### src/rtl/draw_pkg.sv
// Shared types and constants for the draw sequencer slice.
// State encodings, the erase colour and default pixel widths.
package draw_pkg;

  typedef enum logic [3:0] {
    S_IDLE,
    S_SCAN,
    S_GO,
    S_DRAW,
    S_NEXT,
    S_LOGIC,
    S_LOGIC_WAIT,
    S_INC,
    S_SWAP
  } state_t;

  localparam int DEF_XW = 10;
  localparam int DEF_YW = 10;
  localparam int DEF_CW = 3;

  localparam logic [DEF_CW-1:0] BLACK = '0;

endpackage

### src/rtl/draw_channel_mux.sv
// NUM_CH-to-1 pixel selector feeding the VGA writer.
// Erase pass forces BLACK; writes only pass through while drawing.
module draw_channel_mux
  import draw_pkg::*;
#(
  parameter int NUM_CH = 3,
  parameter int XW     = DEF_XW,
  parameter int YW     = DEF_YW,
  parameter int CW     = DEF_CW,
  parameter int AW     = 2
) (
  input  logic [AW-1:0]        i_sel,
  input  logic                 i_draw,
  input  logic                 i_iscolour,
  input  logic [NUM_CH*XW-1:0] i_x,
  input  logic [NUM_CH*YW-1:0] i_y,
  input  logic [NUM_CH*CW-1:0] i_colour,
  input  logic [NUM_CH-1:0]    i_we,
  output logic [XW-1:0]        o_x,
  output logic [YW-1:0]        o_y,
  output logic [CW-1:0]        o_colour,
  output logic                 o_we
);

  logic [CW-1:0] w_col;

  always_comb begin
    o_x   = i_x[int'(i_sel)*XW +: XW];
    o_y   = i_y[int'(i_sel)*YW +: YW];
    w_col = i_colour[int'(i_sel)*CW +: CW];
    o_colour = i_iscolour ? w_col : CW'(BLACK);
    o_we  = i_we[i_sel] & i_draw;
  end

endmodule

### src/rtl/draw_sequencer.sv
// Frame sequencer: erase pass, game logic, inc, colour pass.
// Each channel runs a go/done handshake bounded by a timeout.
module draw_sequencer
  import draw_pkg::*;
#(
  parameter int NUM_CH        = 3,
  parameter int XW            = DEF_XW,
  parameter int YW            = DEF_YW,
  parameter int CW            = DEF_CW,
  parameter int TIMEOUT       = 4095,
  parameter int LOGIC_TIMEOUT = 31,
  parameter int CNT_W         = 20,
  localparam int AW = (NUM_CH > 1) ? $clog2(NUM_CH) : 1
) (
  input  logic                 clk,
  input  logic                 resetn,
  input  logic                 frame_en,
  input  logic                 hold,
  input  logic [NUM_CH-1:0]    erase_mask,
  input  logic [NUM_CH-1:0]    colour_mask,
  input  logic [NUM_CH*XW-1:0] ch_x,
  input  logic [NUM_CH*YW-1:0] ch_y,
  input  logic [NUM_CH*CW-1:0] ch_colour,
  input  logic [NUM_CH-1:0]    ch_we,
  input  logic [NUM_CH-1:0]    ch_done,
  input  logic                 logic_done,
  output logic [NUM_CH-1:0]    ch_go,
  output logic                 logic_go,
  output logic                 inc_enable,
  output logic                 iscolour,
  output logic                 busy,
  output logic [AW-1:0]        active_ch,
  output logic [XW-1:0]        x,
  output logic [YW-1:0]        y,
  output logic [CW-1:0]        colour,
  output logic                 writeEn,
  output logic [NUM_CH:0]      timeout_err,
  output logic                 frame_overrun
);

  state_t              r_state;
  logic                r_iscolour;
  logic [AW-1:0]       r_active;
  logic [CNT_W-1:0]    r_cnt;
  logic [NUM_CH:0]     r_err;
  logic                r_overrun;

  logic [NUM_CH-1:0]   w_mask;
  logic                w_found;
  logic [AW-1:0]       w_idx;
  logic                w_last;
  logic                w_sat;
  state_t              w_nochan;

  assign w_mask   = r_iscolour ? colour_mask : erase_mask;
  assign w_last   = (r_active == AW'(NUM_CH-1));
  assign w_sat    = &r_cnt;
  assign w_nochan = r_iscolour ? S_SWAP : S_LOGIC;

  // Single-cycle priority scan from the current channel upward.
  always_comb begin
    w_found = 1'b0;
    w_idx   = '0;
    for (int i = NUM_CH-1; i >= 0; i--) begin
      if (w_mask[i] && (i >= int'(r_active))) begin
        w_found = 1'b1;
        w_idx   = AW'(i);
      end
    end
  end

  always_ff @(posedge clk or negedge resetn) begin
    if (!resetn) begin
      r_state    <= S_IDLE;
      r_iscolour <= 1'b0;
      r_active   <= '0;
      r_cnt      <= '0;
      r_err      <= '0;
      r_overrun  <= 1'b0;
    end else begin
      if (frame_en && (r_state != S_IDLE))
        r_overrun <= 1'b1;
      unique case (r_state)
        S_IDLE: begin
          if (frame_en && !hold) begin
            r_state    <= S_SCAN;
            r_iscolour <= 1'b0;
            r_active   <= '0;
          end
        end
        S_SCAN: begin
          if (w_found) begin
            r_active <= w_idx;
            r_state  <= S_GO;
          end else begin
            r_state <= w_nochan;
          end
        end
        S_GO: begin
          r_cnt   <= '0;
          r_state <= S_DRAW;
        end
        S_DRAW: begin
          if (ch_done[r_active]) begin
            r_state <= S_NEXT;
          end else if (r_cnt >= CNT_W'(TIMEOUT)) begin
            r_err[r_active] <= 1'b1;
            r_state <= S_NEXT;
          end else if (!w_sat) begin
            r_cnt <= r_cnt + 1'b1;
          end
        end
        S_NEXT: begin
          if (w_last) begin
            r_state <= w_nochan;
          end else begin
            r_active <= r_active + 1'b1;
            r_state  <= S_SCAN;
          end
        end
        S_LOGIC: begin
          r_cnt   <= '0;
          r_state <= S_LOGIC_WAIT;
        end
        S_LOGIC_WAIT: begin
          if (logic_done) begin
            r_state <= S_INC;
          end else if (r_cnt >= CNT_W'(LOGIC_TIMEOUT)) begin
            r_err[NUM_CH] <= 1'b1;
            r_state <= S_INC;
          end else if (!w_sat) begin
            r_cnt <= r_cnt + 1'b1;
          end
        end
        S_INC: r_state <= S_SWAP;
        S_SWAP: begin
          r_iscolour <= ~r_iscolour;
          r_active   <= '0;
          r_state    <= r_iscolour ? S_IDLE : S_SCAN;
        end
        default: r_state <= S_IDLE;
      endcase
    end
  end

  assign ch_go = (r_state == S_GO)
               ? (NUM_CH'(1) << r_active) : '0;
  assign logic_go      = (r_state == S_LOGIC);
  assign inc_enable    = (r_state == S_INC);
  assign iscolour      = r_iscolour;
  assign busy          = (r_state != S_IDLE);
  assign active_ch     = r_active;
  assign timeout_err   = r_err;
  assign frame_overrun = r_overrun;

  draw_channel_mux #(
    .NUM_CH (NUM_CH),
    .XW     (XW),
    .YW     (YW),
    .CW     (CW),
    .AW     (AW)
  ) u_mux (
    .i_sel      (r_active),
    .i_draw     (r_state == S_DRAW),
    .i_iscolour (r_iscolour),
    .i_x        (ch_x),
    .i_y        (ch_y),
    .i_colour   (ch_colour),
    .i_we       (ch_we),
    .o_x        (x),
    .o_y        (y),
    .o_colour   (colour),
    .o_we       (writeEn)
  );

endmodule

### config.mk
export PLATFORM = sky130hd
export DESIGN_NAME = draw_sequencer
export DESIGN_NICKNAME = d
export VERILOG_FILES = /design/src/rtl/draw_pkg.sv /design/src/rtl/draw_channel_mux.sv /design/src/rtl/draw_sequencer.sv
export SDC_FILE = /design/constraint.sdc
export NUM_CORES = 1
export LEC_CHECK = 0
export BUFFER_PORTS_ARGS = -buffer_cell sky130_fd_sc_hd__buf_2
export CAP_MARGIN = 5
export CELL_PAD_IN_SITES_DETAIL_PLACEMENT = 0
export CELL_PAD_IN_SITES_GLOBAL_PLACEMENT = 1
export CORE_UTILIZATION = 30
export DETAILED_ROUTE_END_ITERATION = 12
export PLACE_DENSITY_LB_ADDON = 0.1
export RECOVER_POWER = 50
export SLEW_MARGIN = 5
export SYNTH_ARGS = -nofsm -noshare
export SYNTH_HDL_FRONTEND = slang
export SYNTH_SLANG_ARGS = --single-unit
### constraint.sdc
create_clock -name clk -period 7 [get_ports clk]
set_input_delay 1.05 -clock clk [delete_from_list [all_inputs] [get_ports clk]]
set_output_delay 1.05 -clock clk [all_outputs]
set_load 0.02 [all_outputs]
* Yosys cells after proc, flatten, opt, wreduce, memory -nomap -nowiden
Index checks and enable logic that the tools add are counted.
** Storage, ports and cells
- Register bits :: 32
- Bits of input ports :: 86
- Word-level logic and storage cells :: 109
** Operators by class
- Add/sub/neg operators :: 2
- Multipliers :: 2
- Order comparisons :: 7
- Equality and inequality tests :: 20
- Shift-type cells :: 4
- Multiplexer cells :: 42
- Bitwise operators :: 4
- Reduce and logical (&&, ||, !) cells :: 21
** Operator list (count)
- 20-bit 2-to-1 mux :: 5
- 20-bit case mux with 3 select lines :: 1
- 4-bit 2-to-1 mux :: 10
- 4-bit case mux with 9 select lines :: 1
- 30-bit by 32-bit indexed part select with 10-bit output :: 1
- 9-bit by 32-bit indexed part select with 3-bit output :: 1
- 30-bit by 7-bit indexed part select with 10-bit output :: 1
- 20-bit by 1-bit adder with 20-bit output, second input constant :: 1
- 20-bit by 12-bit greater-or-equal comparator with 1-bit output, second input constant :: 1
- 20-bit by 5-bit greater-or-equal comparator with 1-bit output, second input constant :: 1
- 20-bit AND reduction :: 1
- 2-bit inequality test, second input constant :: 9
- 4-bit by 3-bit equality test with 1-bit output, second input constant :: 4
- 2-bit 2-to-1 mux :: 6
- 1-bit 2-to-1 mux :: 10
- 5-bit AND reduction :: 2
- 3-bit 2-to-1 mux :: 3
- 4-bit by 2-bit equality test with 1-bit output, second input constant :: 2
- 2-bit case mux with 4 select lines :: 1
- 4-bit nonzero test :: 2
- 1-bit logical AND :: 6
- 3-bit inequality test, second input constant :: 2
- 3-bit AND reduction :: 2
- 2-bit by 3-bit multiplier with 5-bit output, second input constant :: 1
- 23 further kinds :: 28

* Longest topological paths before layout
Gate-level depths: netlist of run 1.
- Word-level depth :: 8
- Gate-level depth with buffers :: 10
- Gate-level depth less buffers :: 8

* By module
A second synthesis of run 1 with hierarchy kept.
** Second synthesis, totals
- Cells, all modules :: 316
- Area, all modules :: 2657.5 sq um
** Modules (own cells, without submodules)
- draw_sequencer :: instances 1, cells an instance 231, area each 2083.2 sq um
- draw_channel_mux :: instances 1, cells an instance 85, area each 574.3 sq um

* Worst setup path after synthesis of run 1
Ideal clock, no wire load.
- Path kind :: reg-to-output
- Start :: register r_active[1] (netlist: active_ch[1])
- End :: output x[3]
- Arrival :: 1776 ps
- Required time :: 5950 ps
- Setup slack :: 4174 ps
- Stages on the path, launching flop included :: 5
- Buffers on the path :: 2
- Cells stage by stage :: dfrtp_1 -> buf_6 -> buf_1 -> mux2i_1 -> o21ai_0
** Between the ends
- Cells in the longest elaborated chain, start to end :: 2
** Ends and longest elaborated chain
- start: declaration :: line draw_sequencer.sv:43 : logic [AW-1:0] r_active;
- start signal: assignment :: line draw_sequencer.sv:93 : r_active <= w_idx;
- start signal: assignment :: line draw_sequencer.sv:117 : r_active <= r_active + 1'b1;
- 2-bit by 3-bit multiplier with 5-bit output :: line draw_channel_mux.sv:28 : o_x = i_x[int'(i_sel)*XW +: XW];
- 30-bit by 7-bit indexed part select with 10-bit output :: line draw_channel_mux.sv:28
- end: declaration :: line draw_sequencer.sv:33 : output logic [XW-1:0] x,
No other way between the ends.

* Worst setup path in the final report of run 1
- Start :: register r_active[1] (netlist: active_ch[1])
- End :: output ch_go[0]
** Between the ends
- Cells in the longest elaborated chain, start to end :: 2
** Ends and longest elaborated chain
- 1-bit by 2-bit left shift with 3-bit output :: line draw_sequencer.sv:147 : ? (NUM_CH'(1) << r_active) : '0;
- 3-bit 2-to-1 mux :: line draw_sequencer.sv:147
- end: declaration :: line draw_sequencer.sv:27 : output logic [NUM_CH-1:0] ch_go,
No other way between the ends.

==> flow_summary.yaml, run 1 <==
run_status:
  status: "finished, violations left"
  violations: "capacitance limit, slew limit"
power:
  powerDensity_nw_per_um2: 305.3
  peakVddDrop_uv: 115.0
  power.leakage_uw: 0.001438
sta:
  clock_skew_ps: 4.928
  finalHoldViolations: 0
  fin_tns_setup_ps: 0
  max_clock_freq_ghz: 0.2470
  rsz0062_at_grt: "no"
  setup_violations: 0
  tightestPinTransition_ps: 1965
  whs_ps: 464.5
  period_minus_slack_ps: 4049
  fin_crit_sh_pct: 57.84
  relSlewSlack_pct: -31.03
  final_max_slew_viol_count: 65
clocking:
  cts_tree: "done"
  clock-sinks: 32
  hold_buffers: 0
  cts_max_level: 2
  cts.clk_slew.worst_paths_ps: 70
  clk-insertion-delay-late_ps: 290
  cts_resized: 0
  post_cts.repair.setup_buffers: 0
  numCtsBuffers: 5
  cts_root_buf: "clkbuf_8"
  clockBufferDepth: 2
setup_path:
  cp-startpoint: "active_ch[1]"
  required_ps: 5950
  path_max_fanout: 31
  timing.rr.start: "active_ch[1]"
  endpoint_kind: "output port"
  path_class: "flip-flop to output port"
  start_kind: "flip-flop"
  arrival_ps: 3000
die:
  ioPinCount: 124
  core_sq_um: 7727
  start_util_pct: 30.96
  die_x_um: 91.30
  fp.dieH_um: 91.30
  die-area_sq_um: 8336
  fp-row-count: 32
global_route:
  grtUsageTotal_pct: 17.64
  top_usage_layer: "met2"
  grtUsageMet3_pct: 4.188
  use_met2_pct: 31.82
  grt_first_pass_wirelength_um: 11660
  grt_max_degree: 33
  antenna_found_initial: 0
  grt_use_met1_pct: 20.42
  grt_pass1_vias: 2416
  gr-total-overflow: 0
yosys:
  synthDistinctLibCells: 47
  synth_edf_count: 0
  ys_async_sr_fraction_pct: 100.0
  syn_inst: 282
  synth_top_area_share_pct: 33.47
  synth_nets: 373
  synth_seq_area_share_pct: 33.47
  yosysWarningCount: 0
  synth-seq-cells: 32
  syn-cell-area_sq_um: 2392
  synth_flop_cell: "dfrtp_1"
  synth_common_cells: "dfrtp_1, nand2_1, mux2i_1, o21ai_0, nor2_1"
  yosysTopAreaCell: "dfrtp_1"
  avgSynthCellArea_sq_um: 8.483
  ys_top_cells_by_area: "dfrtp_1, mux2i_1, o21ai_0"
cells_and_area:
  synthToLayoutAreaGrowth_pct: 31.64
  drive_above_1_share_pct: 33.17
  diodes: 0
  nets: 488
  fill_cells: 794
  utilization_pct: 40.75
drt:
  vias: 2455
  firstDrtPassIters: 4
  drt-vias-per-instance: 4.910
  ant_nets: 0
  drt_iter0_markers: 63
  drc: 0
  wl_per_cell_um: 14.60
  finalWirelength_um: 7298
min_path:
  hp-start: "frame_overrun"
  holdCritPathClass: "flip-flop to flip-flop"
job:
  cap_violations: 2
placed_design:
  dp_hpwl_um: 5708
  place_congestion: 0.7733
  port_buffers: 123
[worst max-delay path: stages (launching register included)]
cell	delay [ps]
dfrtp_1	370
clkbuf_1	1420
inv_1	280
ha_1	340
and3_1	150
buf_2	150
[logic make-up (layout without fill, tap and decap cells)]
| group | after synthesis | after routing | synth area share, % |
|---|---|---|---|
| buf+inv | 26 | 142 | 4.707 |
| simple gates | 110 | 110 | 24.58 |
| xor+xnor | 3 | 3 | 1.099 |
| flops | 32 | 32 | 33.47 |
| fa+ha+maj | 5 | 5 | 2.615 |
| compound gates | 75 | 75 | 20.35 |
| mux | 31 | 31 | 13.18 |
[power breakdown]
part | total [uW] | switching, uW | leakage (uW) | internal [uW]
Sequential | 275 | 62.1 | 0.000428 | 213
Combinational | 539 | 329 | 0.000969 | 210
Clock | 148 | 77.5 | 0.0000404 | 70.3
[worst paths after layout]
check	end	cells past startpoint	slack (ps)
max	ch_go[0]	5	2950
min	frame_overrun	1	460
max reg2reg	r_cnt[11]	7	3460
min reg2reg	frame_overrun	1	460
max in group asynchronous	r_cnt[12]	1	4770
min in group asynchronous	iscolour	1	1210
[final cells by class]
type | instances | area, sq um | area share (%)
flip-flops and latches | 32 | 800.8 | 25.43
inverters | 10 | 37.54 | 1.192
well taps | 102 | 127.6 | 4.052
clock inverters | 3 | 23.77 | 0.7549
multi-input cells | 224 | 1481 | 47.04
repair buffers | 124 | 609.3 | 19.35
clock buffers | 5 | 68.82 | 2.185
[placed cells by master, fill, tap and decap left out, types with 6 or more instances in the layout]
cell type / netlist / final
nand4_1: 6 / 6
o21ai_0: 30 / 30
nand2_1: 32 / 32
inv_1: 10 / 10
nor2_1: 19 / 19
a21o_1: 6 / 6
and2_0: 0 / 8
o31ai_1: 6 / 6
a21oi_1: 17 / 17
clkbuf_1: 9 / 9
buf_2: 3 / 115
dfrtp_1: 32 / 32
mux2i_1: 30 / 30
[flip-flops by register name, summed over array words and instances, names as in the netlist]
| name | cells |
|---|---|
| frame_overrun | 1 |
| iscolour | 1 |
| timeout_err | 4 |
| r_state | 4 |
| r_cnt | 20 |
| active_ch | 2 |
[through the flow]
stage / total power (uW) / setup WS [ps] / cell area, sq um / instances
after global routing: 1038 / 2694 / 3149 / 500
after detailed placement: 822.6 / 3596 / 3070 / 492
after floorplan: 663.8 / 4174 / 2392 / 282
final: 961.6 / 2951 / 3149 / 500
after CTS: 975.2 / 3256 / 3163 / 500
after global placement: 825.8 / 3632 / 3070 / 492
[metal layers]
layer	part of all wire (%)	wire length, um
met1	42	3049
met2	50	3674
met3	6.6	482
met4	1.2	91
met5	0	0
No activity file was read; power rests on OpenSTA's default activity.
==> run 2, diff against run 1 <==
--- a/config.mk
+++ b/config.mk
@@ -9,7 +9,7 @@
 export CAP_MARGIN = 5
 export CELL_PAD_IN_SITES_DETAIL_PLACEMENT = 0
 export CELL_PAD_IN_SITES_GLOBAL_PLACEMENT = 1
-export CORE_UTILIZATION = 30
+export CORE_UTILIZATION = 29
 export DETAILED_ROUTE_END_ITERATION = 12
 export PLACE_DENSITY_LB_ADDON = 0.1
 export RECOVER_POWER = 50
==> constraint.sdc (replaced) <==
create_clock -name clk -period 3.6 [get_ports clk]
set_input_delay 0.54 -clock clk [delete_from_list [all_inputs] [get_ports clk]]
set_output_delay 0.54 -clock clk [all_outputs]
set_load 0.02 [all_outputs]
==> flow_summary.yaml, run 2 (synthesized netlist as in run 1, its figures left out) <==
sta:
  fin_crit_sh_pct: 78.46
  clock_skew_ps: 6.983
  tightestPinTransition_ps: 1789
  period_minus_slack_ps: 2825
  finalHoldViolations: 0
  setup_violations: 0
  relSlewSlack_pct: -19.25
  final_max_slew_viol_count: 33
  rsz0062_at_grt: "no"
  max_clock_freq_ghz: 0.3540
  fin_tns_setup_ps: 0
cells_and_area:
  drive_above_1_share_pct: 32.83
  regArea_sq_um: 800.8
  top_register: "r_cnt"
  largest_reg_flops: 20
  layout_commonest_cell: "buf_2"
  synthToLayoutAreaGrowth_pct: 32.64
  diodes: 0
  nets: 489
  layout_common_cells: "buf_2, nand2_1, dfrtp_1"
  fill_cells: 858
  multi_input_area_sq_um: 1481
  utilization_pct: 40.43
die:
  die-area_sq_um: 8616
  core_sq_um: 7848
  fp-row-count: 32
  start_util_pct: 30.48
  fp.dieH_um: 92.83
  ioPinCount: 124
  die_x_um: 92.83
setup_path:
  cp_num_buf_inv: 2
  crit_path_cell_trace: "nor2b_2, buf_4, nand2_1, o21ai_0, and2_1, buf_2"
  start_kind: "flip-flop"
  cp_top_family: "flip-flops"
  critPathMaxStageDelay_ps: 900
  cp-startpoint: "active_ch[0]"
  r2r-end: "r_cnt[11]"
  rrSetupSlack_ps: 900
  critPathCapture: "writeEn"
  timing.rr.start: "active_ch[0]"
  arrival_ps: 2280
  endpoint_kind: "output port"
  required_ps: 3060
  crit_slowest_cell: "dfrtp_1"
  rr_worst_depth: 6
  path_max_fanout: 29
  crit_cells: 6
  path_class: "flip-flop to output port"
drt:
  firstDrtPassIters: 4
  vias: 2516
  ant_nets: 0
  drt_iter0_markers: 54
  drt-vias-per-instance: 5.022
  wl_per_cell_um: 14.66
  finalWirelength_um: 7344
  drc: 0
power:
  peakVddDrop_uv: 230.3
  powerDensity_nw_per_um2: 604.5
  power.leakage_uw: 0.001455
global_route:
  gr-total-overflow: 0
  grtUsageTotal_pct: 17.28
  top_usage_layer: "met2"
  use_met2_pct: 30.76
  antenna_found_initial: 0
  grt_use_met1_pct: 20.98
  grt_first_pass_wirelength_um: 11750
  grt_max_degree: 33
  grt_pass1_vias: 2466
  grtUsageMet3_pct: 4.516
clocking:
  clockBufferDepth: 2
  post_cts.repair.setup_buffers: 0
  cts_max_level: 2
  cts_tree: "done"
  cts.clk_slew.worst_paths_ps: 70
  hold_buffers: 0
  clk-insertion-delay-late_ps: 280
  cts_root_buf: "clkbuf_8"
  clock-sinks: 32
  numCtsBuffers: 5
  cts_resized: 0
job:
  cap_violations: 1
min_path:
  holdCritPathClass: "flip-flop to flip-flop"
placed_design:
  port_buffers: 123
  place_congestion: 0.7336
  dp_hpwl_um: 5830
run_status:
  status: "finished, violations left"
  violations: "capacitance limit, slew limit"
==> run 2: cell count changes in the layout (fill, tap and decap cells not counted) <==
cell / previous run / this run
clkinv_2: 0 / 1
and2_0: 8 / 7
clkinvlp_4: 2 / 0
bufinv_16: 0 / 1
buf_4: 0 / 2
clkbuf_1: 9 / 11
and2_1: 2 / 3
clkinv_4: 1 / 0
buf_2: 115 / 113
==> run 2: cell type report <==
cell class / instances / share of cell area (%)
clock buffers: 6 / 2.287
multi-input cells: 224 / 46.69
flip-flops and latches: 32 / 25.24
repair buffers: 125 / 19.48
inverters: 10 / 1.183
well taps: 102 / 4.022
clock inverters: 2 / 1.104
==> run 2: power by group <==
part / leakage, uW / internal, uW / switching [uW] / total, uW
combinational: 0.000971 / 402 / 624 / 1030
sequential: 0.000428 / 413 / 138 / 551
clock: 0.0000552 / 205 / 136 / 342
total: 0.00145 / 1020 / 898 / 1920
==> run 2: stage by stage <==
| stage | std cells | cell area [sq um] | power (uW) | hold slack (ps) | worst slack (ps) |
|---|---|---|---|---|---|
| final | 501 | 3173 | 1918 | 466.1 | 775.5 |
| after detailed placement | 493 | 3078 | 1606 | 452.0 | 866.0 |
| after global routing | 501 | 3173 | 2082 | 481.4 | 580.8 |
| after floorplan | 282 | 2392 | 1291 | 244.4 | 1251 |
| after global placement | 493 | 3078 | 1610 | 437.6 | 944.6 |
| after CTS | 501 | 3186 | 1955 | 351.3 | 726.5 |
==> run 2: worst min-delay path by stage <==
stage,depth (start not counted),to,startpoint
finish,1,timeout_err[0],timeout_err[0]
global route,1,timeout_err[0],timeout_err[0]
CTS,1,r_cnt[9],resetn
detailed placement,1,timeout_err[0],timeout_err[0]
global placement,1,frame_overrun,frame_overrun
floorplan,0,active_ch[0],resetn
==> run 2: worst reg2reg max path, cell delays in order, from the launching register on <==
cell,delay [ps]
dfrtp_1,900
inv_1,340
a22oi_4,280
a31o_4,210
nand3_4,180
or4_1,550
a21oi_1,150
==> run 2: metal layers <==
layer	up-vias	wire length [um]	part of all wire, %
li1	1250	-	-
met4	0	50	0.68
met3	4	508	6.9
met5	-	0	0
met2	103	3686	50
met1	1159	3099	42
